### config.mk
export PLATFORM = sky130hd
export DESIGN_NAME = vend_dispenser
export DESIGN_NICKNAME = d
export VERILOG_FILES = /design/src/rtl/vend_pkg.sv /design/src/rtl/vend_dispenser_timer.sv /design/src/rtl/vend_dispenser.sv
export SDC_FILE = /design/constraint.sdc
export NUM_CORES = 1
export LEC_CHECK = 0
export CORE_UTILIZATION = 45
export CTS_CLUSTER_DIAMETER = 120
export DETAILED_ROUTE_END_ITERATION = 12
export PLACE_DENSITY = 0.66
export SYNTH_ARGS = -nofsm -noshare
export SYNTH_HDL_FRONTEND = slang
export SYNTH_SLANG_ARGS = --single-unit
### constraint.sdc
create_clock -name clk -period 2.6 [get_ports clk]
set_input_delay 0.52 -clock clk [delete_from_list [all_inputs] [get_ports clk]]
set_output_delay 0.52 -clock clk [all_outputs]
set_load 0.05 [all_outputs]
### src/rtl/vend_pkg.sv
// Shared types and constants for the vending machine: dispenser states,
// product codes and the default price list also used by the upstream FSM.
package vend_pkg;

    typedef enum logic [2:0] {
        IDLE   = 3'd0,
        MOTOR  = 3'd1,
        DROP   = 3'd2,
        CHANGE = 3'd3,
        DONE   = 3'd4
    } state_t;

    typedef enum logic {
        PROD_A = 1'b0,
        PROD_B = 1'b1
    } prod_t;

    localparam int PRICE_A_DEF = 2;
    localparam int PRICE_B_DEF = 3;

    // Credit minus price, clamped at zero when the credit is short.
    function automatic logic [3:0] sub_sat(input logic [3:0] a, input logic [3:0] b);
        logic [4:0] diff;
        diff = {1'b0, a} - {1'b0, b};
        return diff[4] ? 4'd0 : diff[3:0];
    endfunction

endpackage

### src/rtl/vend_dispenser_timer.sv
// Loadable down-counter; done is high in the last cycle of a loaded interval
// so the owner can act on the edge that ends it.
module cycle_timer #(
    parameter int W = 6
) (
    input  logic         clk,
    input  logic         reset_n,
    input  logic         load,
    input  logic [W-1:0] load_val,
    output logic         done
);

    logic [W-1:0] count_reg;

    always_ff @(posedge clk or negedge reset_n) begin
        if (!reset_n) begin
            count_reg <= '0;
        end else if (load) begin
            count_reg <= load_val;
        end else if (count_reg != '0) begin
            count_reg <= count_reg - 1'b1;
        end
    end

    assign done = (count_reg == W'(1));

endmodule

### src/rtl/vend_dispenser.sv
// Dispense stage: runs the product motor, waits for the drop sensor, pays
// change (or a full refund on timeout) as unit pulses, then clears credit.
module vend_dispenser
    import vend_pkg::*;
#(
    parameter int PRICE_A      = PRICE_A_DEF,
    parameter int PRICE_B      = PRICE_B_DEF,
    parameter int MOTOR_CYCLES = 8,
    parameter int DROP_TIMEOUT = 32,
    parameter int GAP          = 4
) (
    input  logic       clk,
    input  logic       reset_n,
    input  logic       vendA,
    input  logic       vendB,
    input  logic [3:0] total,
    input  logic       caida,
    output logic       motorA,
    output logic       motorB,
    output logic       cambio_pulso,
    output logic [3:0] cambio_pend,
    output logic       ocupado,
    output logic       limpiar,
    output logic       falla
);

    localparam int TMAX0 = (MOTOR_CYCLES > DROP_TIMEOUT) ? MOTOR_CYCLES : DROP_TIMEOUT;
    localparam int TMAX  = (TMAX0 > GAP) ? TMAX0 : GAP;
    localparam int TW    = $clog2(TMAX + 1);

    localparam logic [3:0]    PRICE_A4 = 4'(PRICE_A);
    localparam logic [3:0]    PRICE_B4 = 4'(PRICE_B);
    localparam logic [TW-1:0] T_MOTOR  = TW'(MOTOR_CYCLES);
    localparam logic [TW-1:0] T_DROP   = TW'(DROP_TIMEOUT);
    localparam logic [TW-1:0] T_GAP    = TW'(GAP);

    state_t     state_reg, state_next;
    prod_t      prod_reg, prod_next;
    logic [3:0] credit_reg, credit_next;
    logic [3:0] owed_reg, owed_next;
    logic       drop_reg, drop_next;
    logic [3:0] pend_next;
    logic       falla_next;
    logic       pulso_next;
    logic       limpiar_next;
    logic       motora_next, motorb_next;

    logic          tmr_load;
    logic [TW-1:0] tmr_val;
    logic          tmr_done;
    logic [3:0]    refund;

    // One timer serves motor run, drop timeout and change gap: never overlapping.
    cycle_timer #(.W(TW)) u_timer (
        .clk      (clk),
        .reset_n  (reset_n),
        .load     (tmr_load),
        .load_val (tmr_val),
        .done     (tmr_done)
    );

    always_ff @(posedge clk or negedge reset_n) begin
        if (!reset_n) begin
            state_reg    <= IDLE;
            prod_reg     <= PROD_A;
            credit_reg   <= '0;
            owed_reg     <= '0;
            drop_reg     <= 1'b0;
            motorA       <= 1'b0;
            motorB       <= 1'b0;
            cambio_pulso <= 1'b0;
            cambio_pend  <= '0;
            ocupado      <= 1'b0;
            limpiar      <= 1'b0;
            falla        <= 1'b0;
        end else begin
            state_reg    <= state_next;
            prod_reg     <= prod_next;
            credit_reg   <= credit_next;
            owed_reg     <= owed_next;
            drop_reg     <= drop_next;
            motorA       <= motora_next;
            motorB       <= motorb_next;
            cambio_pulso <= pulso_next;
            cambio_pend  <= pend_next;
            ocupado      <= (state_next != IDLE);
            limpiar      <= limpiar_next;
            falla        <= falla_next;
        end
    end

    always_comb begin
        state_next   = state_reg;
        prod_next    = prod_reg;
        credit_next  = credit_reg;
        owed_next    = owed_reg;
        drop_next    = drop_reg;
        pend_next    = cambio_pend;
        falla_next   = falla;
        pulso_next   = 1'b0;
        limpiar_next = 1'b0;
        tmr_load     = 1'b0;
        tmr_val      = T_MOTOR;
        refund       = owed_reg;

        unique case (state_reg)
            IDLE: begin
                if (vendA || vendB) begin
                    prod_next   = vendB ? PROD_B : PROD_A;
                    credit_next = total;
                    owed_next   = sub_sat(total, vendB ? PRICE_B4 : PRICE_A4);
                    drop_next   = 1'b0;
                    falla_next  = 1'b0;
                    tmr_load    = 1'b1;
                    tmr_val     = T_MOTOR;
                    state_next  = MOTOR;
                end
            end
            MOTOR: begin
                if (caida) drop_next = 1'b1;
                if (tmr_done) begin
                    tmr_load   = 1'b1;
                    tmr_val    = T_DROP;
                    state_next = DROP;
                end
            end
            DROP: begin
                if (caida) drop_next = 1'b1;
                if (drop_reg || tmr_done) begin
                    // Timeout without a drop refunds the whole credit.
                    if (!drop_reg) begin
                        falla_next = 1'b1;
                        refund     = credit_reg;
                    end
                    if (refund == 4'd0) begin
                        limpiar_next = 1'b1;
                        state_next   = DONE;
                    end else begin
                        pulso_next = 1'b1;
                        pend_next  = refund - 4'd1;
                        tmr_load   = 1'b1;
                        tmr_val    = T_GAP;
                        state_next = CHANGE;
                    end
                end
            end
            CHANGE: begin
                if (tmr_done) begin
                    if (cambio_pend == 4'd0) begin
                        limpiar_next = 1'b1;
                        state_next   = DONE;
                    end else begin
                        pulso_next = 1'b1;
                        pend_next  = cambio_pend - 4'd1;
                        tmr_load   = 1'b1;
                        tmr_val    = T_GAP;
                    end
                end
            end
            DONE: begin
                state_next = IDLE;
            end
            default: begin
                state_next = IDLE;
            end
        endcase

        motora_next = (state_next == MOTOR) && (prod_next == PROD_A);
        motorb_next = (state_next == MOTOR) && (prod_next == PROD_B);
    end

endmodule

==> results of run 1 <==
cells by family (layout without fill, tap and decap cells):
kind of cell | count (synthesis) | after routing | share of synthesized area, %
AOI/OAI and AO/OA | 36 | 36 | 17.4
xor gates and xnor gates | 3 | 3 | 1.64
adders and majority gates | 5 | 5 | 3.92
buffers and inverters | 15 | 38 | 3.68
DFF | 29 | 29 | 45.4
muxes | 13 | 13 | 8.69
and+or+nand+nor | 58 | 58 | 19.3
power by group:
| part | leakage [nW] | internal (mW) | switching (mW) |
|---|---|---|---|
| logic | 0.466 | 0.491 | 0.616 |
| registers | 0.363 | 0.622 | 0.162 |
| clock network | 0.0314 | 0.127 | 0.150 |
| total | 0.860 | 1.24 | 0.928 |
metrics by stage:
| step | setup slack (ns) | hold WS, ns | cell area (um^2) | std cells | utilization (%) |
|---|---|---|---|---|---|
| after detailed placement | 0.417 | 0.504 | 1840 | 221 | 54.7 |
| after CTS | 0.407 | 0.524 | 1900 | 228 | 56.4 |
| final | 0.389 | 0.516 | 1900 | 228 | 56.4 |
| after global routing | 0.226 | 0.548 | 1900 | 228 | 56.4 |
| after floorplan | 0.524 | 0.224 | 1600 | 159 | - |
| after global placement | 0.491 | 0.499 | 1840 | 221 | 54.7 |
layer usage:
layer	global-route usage (%)	share of wire (%)	wire length, um	vias to the layer above
met5	0	0	0	-
met4	4.76	0.72	23	0
met3	6.51	4.5	142	4
met2	30.1	45	1450	33
met1	26.2	49	1570	612
li1	-	-	-	627
final timing paths:
kind,startpoint,end,cells after the start
min,falla,falla,1
min reg2reg,falla,falla,1
min in group asynchronous,reset_n,u_timer.count_reg[1],2
max,state_reg[2],cambio_pend[2],6
max reg2reg,state_reg[2],cambio_pend[2],6
max in group asynchronous,reset_n,credit_reg[2],2
final cells by class:
type / count / share of cell area (%)
Clock buffer: 7 / 2.90
Inverter: 9 / 1.78
Multi-Input combinational cell: 115 / 42.9
Sequential cell: 29 / 38.3
Tap cell: 46 / 3.04
Timing Repair Buffer: 22 / 11.1
cell usage in the layout, fill, tap and decap left out, types with 4 or more instances in the layout:
master,instances
buf_4,4
clkbuf_4,5
inv_1,9
nor4_1,4
mux2_2,5
ha_1,5
o21ai_0,5
clkdlybuf4s50_1,18
mux2i_1,6
nor3_1,6
nor2_1,10
a21oi_1,7
nand2_1,15
dfrtp_1,29
==> metrics.txt, run 1 <==
Yosys top cell by area dfrtp_1; grt total ovfl 0; # fillers between 300 and 400; clock-pin slew on the worst setup and hold paths 0.09 ns; DRT Pass-1 Iters 4; Yosys reg bits 29; Slew @ Worst Pin roughly 0.61 ns; Remaining DRCs 0; Antenna Cells 0; routed vias/inst 5.60; Setup Crit Path Kind reg -> reg; Mapped Cells 159; worst skew pair latency 0.32 ns; Initial Util 47.5%; register area 726 um^2; Post-synth EDFFs 0; Tcrit/Tclk final roughly 85%; Final GP Congestion 0.804; Total Wirelength 3180 um; maximum clock insertion buffer count 2; Cell Chain, Critical Path nand3b_1 > mux2i_1 > ha_1 > nor2_1 > o21a_1 > a311o_1; most frequent cell after synthesis dfrtp_1; Mapped Area roughly 1600 um^2; Final Setup Violations 0; Synth cell types 48; mean routed wirelength per cell about 14 um; H-Tree Depth 2; sequential fraction of the synthesis area 45.4%; Area growth syn-to-layout 18.6%; Port Buf Inserts 18; core footprint 3360 um^2; Power Density about 1100 nW/um^2; dominant synthesized flop cell dfrtp_1; die span in x 61.6 um; CTS hold repair buffers 0; slowest CP cell dfrtp_1; cell family with most CP delay simple AND/OR/NAND/NOR gates; number of post-CTS setup repair buffers 0; dominant cells by area after synthesis dfrtp_1, ha_1, mux2i_1; total chip power 2.17 mW; DRT iter0 DRCs 48; CTS buffer count 5; CP max FO 10; FF-to-FF setup slack 0.39 ns; initial antenna violation count 0; Max Clk Rate 452 MHz; Tot GR Track Use between 10% and 20%; Worst setup EP type register; Layout Nets 196; crit-path max cell delay 0.46 ns; Mean Syn Cell Area 10.0 um^2; ratio of cells with drive above 1 in the final layout ~13%; largest net degree at the start of global routing 30; HPWL after DPL approximately 2300 um; multi-input combinational cell area 813 um^2; run status finished clean; Antenna Nets Post-Route 0; synth cell count leaders dfrtp_1, nand2_1, nor2_1, inv_1, a21oi_1; Die Y 61.6 um; number of synthesis warnings 0; Fin Clk Skew 0.00789 ns; CTS Sinks 29; HP Class reg -> reg; number of global-route vias before repair about 1200; final hold vios 0; Worst EP required roughly 2.8 ns; Post-Syn Nets 173; Crit path arrival time 2.42 ns; Max Slew Vio Count 0; max reg flops 6; Vias 1276; RSZ-0062 raised after global routing no; Die ar. 3790 um^2; post-CTS sizing 0; Crit path buffers/inverters 0; Site Rows 21; CTS tree done; Synth async-reset ratio 100%; Setup TNS 0 ns; IO Pins 19; first-pass GRT wire length 5330 um; Yosys top cell area share 45.4%; Slew Limit Headroom 59.0%; Tmin final 2.21 ns; clock root buffer clkbuf_4; Max IR drop VDD 0.445 mV; Startpoint Class register; Pleak 0.860 nW; max_cap viols 0
No activity file was read; power rests on OpenSTA's default activity.
==> run 2: changes to the inputs <==
- RECOVER_POWER: not set -> 100
==> run 2 against run 1 <==
  * The flow now finishes with violations (capacitance limit, slew limit)
  * Final cell count did not move
  * Clock-buffer cell count stayed put
  * Die area is the same
  * Fmax shrank 0.33%
  * Clock skew is essentially flat
  * Worst hold slack worse by 0.0076 ns
  * First-iteration DRC count is 17% lower
  * Largest power group unchanged
  * Routed wire length is 1.5% lower
==> metrics.txt, run 2 (synthesis gave the netlist of run 1 again) <==
CTS hold repair buffers 0 (unchanged); Max Clk Rate 451 MHz (-0.33%); Tcrit/Tclk final 85.3% (+0.28 points); Tmin final 2.22 ns (+0.00725 ns); core footprint 3360 um^2 (unchanged); met3 Resource Use GR 6.51% (unchanged); Max IR drop VDD 0.441 mV (-0.92%); Die ar. 3790 um^2 (unchanged); Area growth syn-to-layout 17.7%; Worst EP required 2.82 ns (about the same); max_cap viols 1 (+1); R2R depth 5 (-1); number of post-CTS setup repair buffers 0 (unchanged); Slew Limit Headroom -0.821% (-60 points); die span in x 61.6 um (unchanged); Antenna Cells 0 (unchanged); Antenna Nets Post-Route 0 (unchanged); Initial Util 47.5% (unchanged); Slew @ Worst Pin 1.51 ns (+0.902 ns); first-pass GRT wire length 5330 um (unchanged); DRT iter0 DRCs 40 (-17%); Die Y 61.6 um (unchanged); Startpoint Class register; ratio of cells with drive above 1 in the final layout 10.4% (-2.2 points); Tot GR Track Use 19.4% (unchanged); most frequent cells in the layout dfrtp_1, nand2_1, dlygate4sd3_1; met1 GRT Util 26.2% (unchanged); worst skew pair latency 0.33 ns (about the same); final hold vios 0 (unchanged); # fillers 330 (+0.92%); Fin Clk Skew 0.00799 ns (+0.000104 ns); multi-input combinational cell area 806 um^2 (-0.92%); routed vias/inst 5.53 (-1.3%); post-CTS sizing 0 (unchanged); CTS buffer count 5 (unchanged); register area 726 um^2 (unchanged); HPWL after DPL 2330 um (unchanged); HP Class reg -> reg; Setup TNS 0 ns (unchanged); most common cell after layout, fill and taps aside dfrtp_1; largest net degree at the start of global routing 30 (unchanged); IO Pins 19 (unchanged); Total Wirelength 3140 um (-1.5%); hold depth 1 (unchanged); Site Rows 21 (unchanged); clock root buffer clkbuf_4; Power Density 1130 nW/um^2 (-0.87%); maximum clock insertion buffer count 2 (unchanged); CTS tree done; M2 GR Usage 30.1% (unchanged); DRT Pass-1 Iters 4 (unchanged); Pleak 0.874 nW (+1.6%); Layout Nets 196 (unchanged); Final GP Congestion 0.804 (unchanged); CP max FO 9 (-1); H-Tree Depth 2 (unchanged); CTS Sinks 29 (unchanged); Remaining DRCs 0 (unchanged); grt total ovfl 0 (unchanged); mean routed wirelength per cell 13.8 um (-1.5%); number of global-route vias before repair 1163 (unchanged); RSZ-0062 raised after global routing no; initial antenna violation count 0 (unchanged); Crit path arrival time 2.44 ns (+0.02 ns); Final Setup Violations 0 (unchanged); Max Slew Vio Count 30 (+30); clock-pin slew on the worst setup and hold paths 0.09 ns (about the same); Vias 1260 (-1.3%); fin area 1880 um^2 (-0.79%); placed cell area 1840 um^2 (unchanged); Port Buf Inserts 18 (unchanged); Setup Crit Path Kind reg -> reg; failing checks capacitance limit, slew limit; run status complete, but fails checks; GRT Max-Usage Layer met2; max reg flops 6 (unchanged); Worst setup EP type register
run 2: layout make-up:
class / instances / share of cell area [%]
clock buffer: 7 / 2.93
multi-input combinational: 115 / 42.8
sequential: 29 / 38.6
tap: 46 / 3.06
timing repair buffer: 22 / 10.8
inverter: 9 / 1.80
run 2: worst paths after layout:
kind / from / end / slack, ns
max in group asynchronous: reset_n / credit_reg[3] / 0.63
setup / recovery: u_timer.count_reg[3] / cambio_pend[2] / 0.38
setup reg to reg: u_timer.count_reg[3] / cambio_pend[2] / 0.38
min in group asynchronous: reset_n / u_timer.count_reg[1] / 1.08
hold reg to reg: falla / falla / 0.51
hold / removal: falla / falla / 0.51
run 2: worst max-delay path, stage by stage, from the launching register on:
cell and delay [ns]:
dfrtp_1 0.43, or3_4 0.45, o41ai_4 0.41, a21oi_1 0.27, o21a_1 0.25, a311o_1 0.31
run 2: metrics by stage:
stage                     util (%)  setup slack, ns  hold slack (ns)  total power [mW]  cells
after floorplan                  -            0.524            0.224              1.61    159
after global placement        54.7            0.491            0.499              1.86    221
after detailed placement      54.7            0.417            0.504              1.89    221
after CTS                     56.4            0.407            0.524              2.17    228
after global routing          55.9            0.195            0.543              2.32    228
final                         55.9            0.382            0.509              2.13    228
run 2: metal layers:
| layer | share of wire, % | vias up | routed length, um |
|---|---|---|---|
| li1 | - | 626 | - |
| met1 | 49 | 603 | 1530 |
| met2 | 47 | 27 | 1460 |
| met3 | 4.0 | 4 | 126 |
| met4 | 0.73 | 0 | 23 |
| met5 | 0 | - | 0 |
run 2: power by group:
group	switching, mW	internal, mW	leakage, nW
logic	0.608	0.465	0.479
registers	0.159	0.621	0.363
clock network	0.153	0.127	0.0314
total	0.919	1.21	0.874
==> run 3: changes to the inputs <==
- SLEW_MARGIN: not set -> 40
==> results of run 3 <==
Same layout as run 2: the final DEF is identical, and so are final timing and power.
